===== src/rtl/swap_sequencer.sv =====
// Swap sequencer: applies a programmable list of bit-pair swaps to a data word, in forward or reverse order.
// Optional macro SWAP_PAIR_CHECK_EN rejects table writes with bit indices >= WIDTH and raises sticky cfg_err.
module swap_sequencer #(
  parameter int unsigned WIDTH = 8,
  parameter int unsigned DEPTH = 8,
  localparam int unsigned IDXW = ($clog2(WIDTH) > 1) ? $clog2(WIDTH) : 1,
  localparam int unsigned AW   = ($clog2(DEPTH) > 1) ? $clog2(DEPTH) : 1
) (
  input  logic             clk,
  input  logic             rst_n,
  input  logic             cfg_we,
  input  logic [AW-1:0]    cfg_addr,
  input  logic [IDXW-1:0]  cfg_pos1,
  input  logic [IDXW-1:0]  cfg_pos2,
  input  logic             cfg_len_we,
  input  logic [AW:0]      cfg_len,
  input  logic             in_valid,
  output logic             in_ready,
  input  logic [WIDTH-1:0] in_data,
  input  logic             in_mode,
  output logic             out_valid,
  input  logic             out_ready,
  output logic [WIDTH-1:0] out_data,
  output logic             busy,
  output logic             cfg_err
);
  localparam logic [IDXW:0] WLIM = (IDXW+1)'(WIDTH);
  localparam logic [AW:0]   DLIM = (AW+1)'(DEPTH);
  localparam logic [AW:0]   ONE  = (AW+1)'(1);

  typedef enum logic [1:0] {IDLE, RUN, DONE} state_e;

  state_e           state_q, state_d;
  logic             in_ready_q, in_ready_d;
  logic             out_valid_q, out_valid_d;
  logic             busy_q, busy_d;
  logic             cfg_err_q, cfg_err_d;
  logic [WIDTH-1:0] work_q, work_d;
  logic             mode_q, mode_d;
  logic [AW:0]      jlen_q, jlen_d;
  logic [AW:0]      cnt_q, cnt_d;
  logic [AW:0]      len_q, len_d;
  logic [IDXW-1:0]  tab1_q [DEPTH];
  logic [IDXW-1:0]  tab1_d [DEPTH];
  logic [IDXW-1:0]  tab2_q [DEPTH];
  logic [IDXW-1:0]  tab2_d [DEPTH];
  logic [IDXW-1:0]  job1_q [DEPTH];
  logic [IDXW-1:0]  job1_d [DEPTH];
  logic [IDXW-1:0]  job2_q [DEPTH];
  logic [IDXW-1:0]  job2_d [DEPTH];

  logic [AW-1:0]    idx_c;
  logic [IDXW-1:0]  p1_c, p2_c;
  logic [WIDTH-1:0] swapped_c;
  logic             last_c;
  logic             addr_ok_c;

  // State and registered handshake/status outputs
  always_ff @(posedge clk or negedge rst_n) begin
    if (!rst_n) begin
      state_q     <= IDLE;
      in_ready_q  <= 1'b1;
      out_valid_q <= 1'b0;
      busy_q      <= 1'b0;
    end else begin
      state_q     <= state_d;
      in_ready_q  <= in_ready_d;
      out_valid_q <= out_valid_d;
      busy_q      <= busy_d;
    end
  end

  always_comb begin
    state_d = state_q;
    case (state_q)
      IDLE:    if (in_valid) state_d = (len_q != '0) ? RUN : DONE;
      RUN:     if (last_c) state_d = DONE;
      DONE:    if (out_ready) state_d = IDLE;
      default: state_d = IDLE;
    endcase
  end

  always_comb begin
    in_ready_d  = (state_d == IDLE);
    out_valid_d = (state_d == DONE);
    busy_d      = (state_d != IDLE);
  end

  // Current entry: forward walks 0..L-1, reverse walks L-1..0
  always_comb begin
    idx_c     = AW'(mode_q ? (jlen_q - cnt_q - ONE) : cnt_q);
    p1_c      = job1_q[idx_c];
    p2_c      = job2_q[idx_c];
    last_c    = (cnt_q == jlen_q - ONE);
    addr_ok_c = ({1'b0, cfg_addr} < DLIM);
    swapped_c = work_q;
    if (({1'b0, p1_c} < WLIM) && ({1'b0, p2_c} < WLIM)) begin
      swapped_c[p1_c] = work_q[p2_c];
      swapped_c[p2_c] = work_q[p1_c];
    end
  end

  // Job snapshot (data, mode, length, table copy) on accept; config writes only while idle
  always_comb begin
    work_d    = work_q;
    mode_d    = mode_q;
    jlen_d    = jlen_q;
    cnt_d     = cnt_q;
    len_d     = len_q;
    cfg_err_d = cfg_err_q;
    tab1_d    = tab1_q;
    tab2_d    = tab2_q;
    job1_d    = job1_q;
    job2_d    = job2_q;
    case (state_q)
      IDLE: begin
        if (in_valid) begin
          work_d = in_data;
          mode_d = in_mode;
          jlen_d = len_q;
          cnt_d  = '0;
          job1_d = tab1_q;
          job2_d = tab2_q;
        end
        if (cfg_len_we) len_d = (cfg_len > DLIM) ? DLIM : cfg_len;
`ifdef SWAP_PAIR_CHECK_EN
        if (cfg_we) begin
          if (({1'b0, cfg_pos1} < WLIM) && ({1'b0, cfg_pos2} < WLIM)) begin
            if (addr_ok_c) begin
              tab1_d[cfg_addr] = cfg_pos1;
              tab2_d[cfg_addr] = cfg_pos2;
            end
          end else begin
            cfg_err_d = 1'b1;
          end
        end
`else
        if (cfg_we && addr_ok_c) begin
          tab1_d[cfg_addr] = cfg_pos1;
          tab2_d[cfg_addr] = cfg_pos2;
        end
`endif
      end
      RUN: begin
        work_d = swapped_c;
        cnt_d  = cnt_q + ONE;
      end
      default: ;
    endcase
  end

  always_ff @(posedge clk or negedge rst_n) begin
    if (!rst_n) begin
      work_q    <= '0;
      mode_q    <= 1'b0;
      jlen_q    <= '0;
      cnt_q     <= '0;
      len_q     <= '0;
      cfg_err_q <= 1'b0;
      tab1_q    <= '{default: '0};
      tab2_q    <= '{default: '0};
      job1_q    <= '{default: '0};
      job2_q    <= '{default: '0};
    end else begin
      work_q    <= work_d;
      mode_q    <= mode_d;
      jlen_q    <= jlen_d;
      cnt_q     <= cnt_d;
      len_q     <= len_d;
      cfg_err_q <= cfg_err_d;
      tab1_q    <= tab1_d;
      tab2_q    <= tab2_d;
      job1_q    <= job1_d;
      job2_q    <= job2_d;
    end
  end

  assign in_ready  = in_ready_q;
  assign out_valid = out_valid_q;
  assign busy      = busy_q;
  assign cfg_err   = cfg_err_q;
  assign out_data  = work_q;

endmodule


===== config.mk =====
export PLATFORM = sky130hd
export DESIGN_NAME = swap_sequencer
export DESIGN_NICKNAME = d
export VERILOG_FILES = /design/src/rtl/swap_sequencer.sv
export SDC_FILE = /design/constraint.sdc
export NUM_CORES = 1
export LEC_CHECK = 0
export CAP_MARGIN = 20
export CORE_UTILIZATION = 55
export CTS_CLUSTER_DIAMETER = 120
export CTS_CLUSTER_SIZE = 24
export DETAILED_ROUTE_END_ITERATION = 12
export PLACE_DENSITY = 0.75
export SLEW_MARGIN = 15
export SYNTH_ARGS = -nofsm -noshare
export SYNTH_HDL_FRONTEND = slang
export SYNTH_SLANG_ARGS = --single-unit
export TNS_END_PERCENT = 100

===== constraint.sdc =====
create_clock -name clk -period 6.15 [get_ports clk]
set_clock_uncertainty 0.05 [all_clocks]
set_input_delay 1.23 -clock clk [delete_from_list [all_inputs] [get_ports clk]]
set_output_delay 1.23 -clock clk [all_outputs]
set_load 0.03 [all_outputs]

==> impl_metrics.yaml <==
final_layout:
  fillers: 816
  diodes: 0
  regArea_mm2: 0.003054
  multi_input_comb_area_mm2: 0.002780
  layout-drive-gt1-share: 0.1690
  final_net_count: 658
  area_growth_pct: 17.24
timing:
  slew_headroom: 0.3812
  finalSetupViolCount: 0
  tightest_slew_ns: 0.9282
  post-route-min-period_ns: 3.921
  finalCritPeriodShare: 0.6376
  rsz0062_at_grt: "false"
  tns_ns: 0
  maxSlewViolCount: 0
  final-hold-violation-count: 0
  max_freq_mhz: 255.0
setup_path:
  crit_required_ns: 6.51
  path_class: "reg2reg"
  critPathLaunchType: "flop"
  cp_data_arrival_time_ns: 4.28
  endpoint_kind: "flop"
  path_max_fanout: 13
job:
  drv_cap: 0
die:
  rows: 37
  die_area_mm2: 0.01135
  core_area_mm2: 0.01046
  ios: 40
  start_util: 0.5745
  die_w_um: 106.5
  die_h_um: 106.5
yosys:
  ys_seq_area_frac: 0.5081
  synth-edff-count: 0
  synthCells: 589
  syn_area_per_cell_um2: 10.21
  synth_cell_type_count: 61
  ys_warn_count: 0
  syn-num-nets: 621
  ys_async_sr_fraction: 1.000
  synth_seq_cells: 122
  ys.flop_type: "dfrtp_1"
  mappedNetlistArea_mm2: 0.006011
routing:
  drt_iter0_drc: 315
  dr.pass1.iters: 4
  antenna_left: 0
  drt-total-wl_um: 14100
  drc: 0
  via_per_inst: 5.872
  num_vias: 4551
  wl_per_cell_um: 18.20
grt:
  first_global_vias: 4529
  grt_max_degree: 76
  grt_pass1_wl_um: 23290
  antenna_found_initial: 0
  grt_overflow: 0
  track_usage: 0.2738
clock_network:
  clockBufferDepth: 2
  post-cts-setup-buffer-count: 0
  holdBufCountCts: 0
  cts_resized: 0
  clk_pin_slew_ns: 0.07
  cts_buffers: 17
  clk_latency_ns: 0.53
  cts_tree: "yes"
  root_buffer: "clkbuf_8"
  cts_sinks: 122
  htreeDepth: 4
placement:
  port_buffers: 38
  dpl.hpwl_um: 9581
  gp_congestion: 0.9406
power_and_ir_drop:
  leakage_nw: 3.287
  finalPower_mw: 4.811
  power.density_mw_per_mm2: 682.8
  ir_worst_vdd_mv: 0.4240
hold_path:
  hp-class: "reg2reg"
run_status:
  status: "finished clean"
-- cells by family after synthesis --
logic type                 after synthesis  synth area share
AOI/OAI and AO/OA                       71           0.08826
buffers and inverters                   36           0.02956
other                                    1         0.0006239
xor gates and xnor gates                 7           0.01145
DFF                                    122            0.5081
and+or+nand+nor                        271            0.1980
muxes                                   77            0.1545
adders and majority gates                4          0.009576
-- cell type report --
| class | count | area share |
|---|---|---|
| clock buffers | 17 | 0.05877 |
| well taps | 136 | 0.02415 |
| multi-input cells | 431 | 0.3945 |
| clock inverters | 15 | 0.02379 |
| inverters | 10 | 0.005327 |
| repair buffers | 44 | 0.06001 |
| flip-flops and latches | 122 | 0.4334 |
-- final timing paths --
| kind | start | endpoint | slack [ns] | depth (start not counted) |
|---|---|---|---|---|
| max | cnt_q[0]$_DFFE_PN0P_ | out_data[3]$_DFFE_PN0P_ | 2.23 | 12 |
| min | tab2_q[16]$_DFFE_PN0P_ | job2_q[16]$_DFFE_PN0P_ | 0.41 | 2 |
| max reg2reg | cnt_q[0]$_DFFE_PN0P_ | out_data[3]$_DFFE_PN0P_ | 2.23 | 12 |
| min reg2reg | tab2_q[16]$_DFFE_PN0P_ | job2_q[16]$_DFFE_PN0P_ | 0.41 | 2 |
| max in group asynchronous | rst_n | tab2_q[15]$_DFFE_PN0P_ | 4.45 | 2 |
| min in group asynchronous | rst_n | len_q[2]$_DFFE_PN0P_ | 0.46 | 1 |
-- per-layer routing --
layer | up-vias | track usage | part of all wire
met5 | - | 0 | 0
met4 | 0 | 0.1027 | 0.019
met3 | 19 | 0.05702 | 0.045
met2 | 120 | 0.4462 | 0.48
met1 | 2294 | 0.3619 | 0.45
li1 | 2118 | - | -
-- power breakdown --
group / internal (mW) / switching (mW) / total (mW)
combinational: 1.01 / 1.38 / 2.38
clock: 0.584 / 0.391 / 0.975
sequential: 1.18 / 0.275 / 1.45
-- synthesized netlist by cell type, types with 2 or more instances --
cell type / number / share of area
a211oi_1: 3 / 0.0037
a21oi_1: 7 / 0.0058
a22oi_1: 3 / 0.0037
a2bb2oi_1: 4 / 0.0058
a311oi_1: 4 / 0.0058
a31oi_1: 4 / 0.0042
a41oi_1: 2 / 0.0029
and3_1: 5 / 0.0052
buf_1: 6 / 0.0037
buf_6: 5 / 0.0094
clkbuf_1: 13 / 0.0081
dfrtp_1: 121 / 0.50
ha_1: 3 / 0.0062
inv_1: 10 / 0.0062
mux2_2: 49 / 0.092
mux2i_1: 20 / 0.033
mux2i_4: 2 / 0.0075
mux4_2: 4 / 0.015
nand2_1: 184 / 0.11
nand2b_1: 9 / 0.0094
nand3_1: 10 / 0.0083
nand3b_1: 7 / 0.0087
nand4_1: 9 / 0.0094
nor2_1: 16 / 0.010
nor2b_1: 7 / 0.0073
nor3_1: 12 / 0.010
nor4_1: 3 / 0.0031
o211a_1: 3 / 0.0050
o211ai_1: 4 / 0.0050
o21a_1: 3 / 0.0037
o21ai_0: 15 / 0.012
o21ai_1: 4 / 0.0033
o31ai_1: 6 / 0.0075
xnor2_1: 5 / 0.0073
-- sequential cells by signal (all words and copies together) (netlist names), 2 cells and up --
signal	count
tab1_q	24
job1_q	24
out_data	8
state_q	2
tab2_q	24
jlen_q	4
len_q	4
job2_q	24
cnt_q	4
-- through the flow --
step	cells	cell area [um2]	worst slack [ns]	utilization	hold slack, ns
after floorplan	589	6011	2.853	-	0.3831
after global placement	743	6465	2.385	0.6179	0.3908
after detailed placement	743	6465	2.293	0.6179	0.3972
after CTS	775	7047	2.267	0.6735	0.4063
after global routing	775	7047	2.039	0.6735	0.4287
final	775	7047	2.229	0.6735	0.4088
-- cells in the final DEF (no fill, tap or decap), drive strengths merged, types with 3 or more instances in the layout --
cell,netlist,routed
nand3,10,10
nor3,12,12
clkbuf,13,17
o21ai,19,19
nor2b,7,7
buf,13,7
nand2,184,184
clkinvlp,0,4
a211oi,3,3
a22oi,3,3
nor2,17,17
o21a,3,3
ha,3,3
nor4,3,3
dfrtp,121,121
mux2,50,50
xnor2,5,5
mux2i,22,22
nand3b,7,7
o211ai,5,5
inv,10,15
nand2b,9,9
nand4,9,9
a21oi,8,8
clkinv,0,4
o31ai,6,6
clkdlybuf4s50,0,37
a311oi,4,4
a2bb2oi,4,4
a31oi,4,4
and3,5,5
o211a,3,3
mux4,5,5
-- worst max-delay path, cell delays in order, from the launching register on --
cell       delay, ns
dfrtp_1         0.49
inv_1           0.08
ha_1            0.19
fa_1            0.55
mux2i_4         0.53
mux4_2          0.43
a21oi_2         0.19
nor3_1          0.09
buf_4           0.18
mux2_4          0.31
a2111oi_4       0.37
nor2_1          0.13
a2bb2oi_1       0.18
Note: power is estimated with default switching activity, not from simulation.
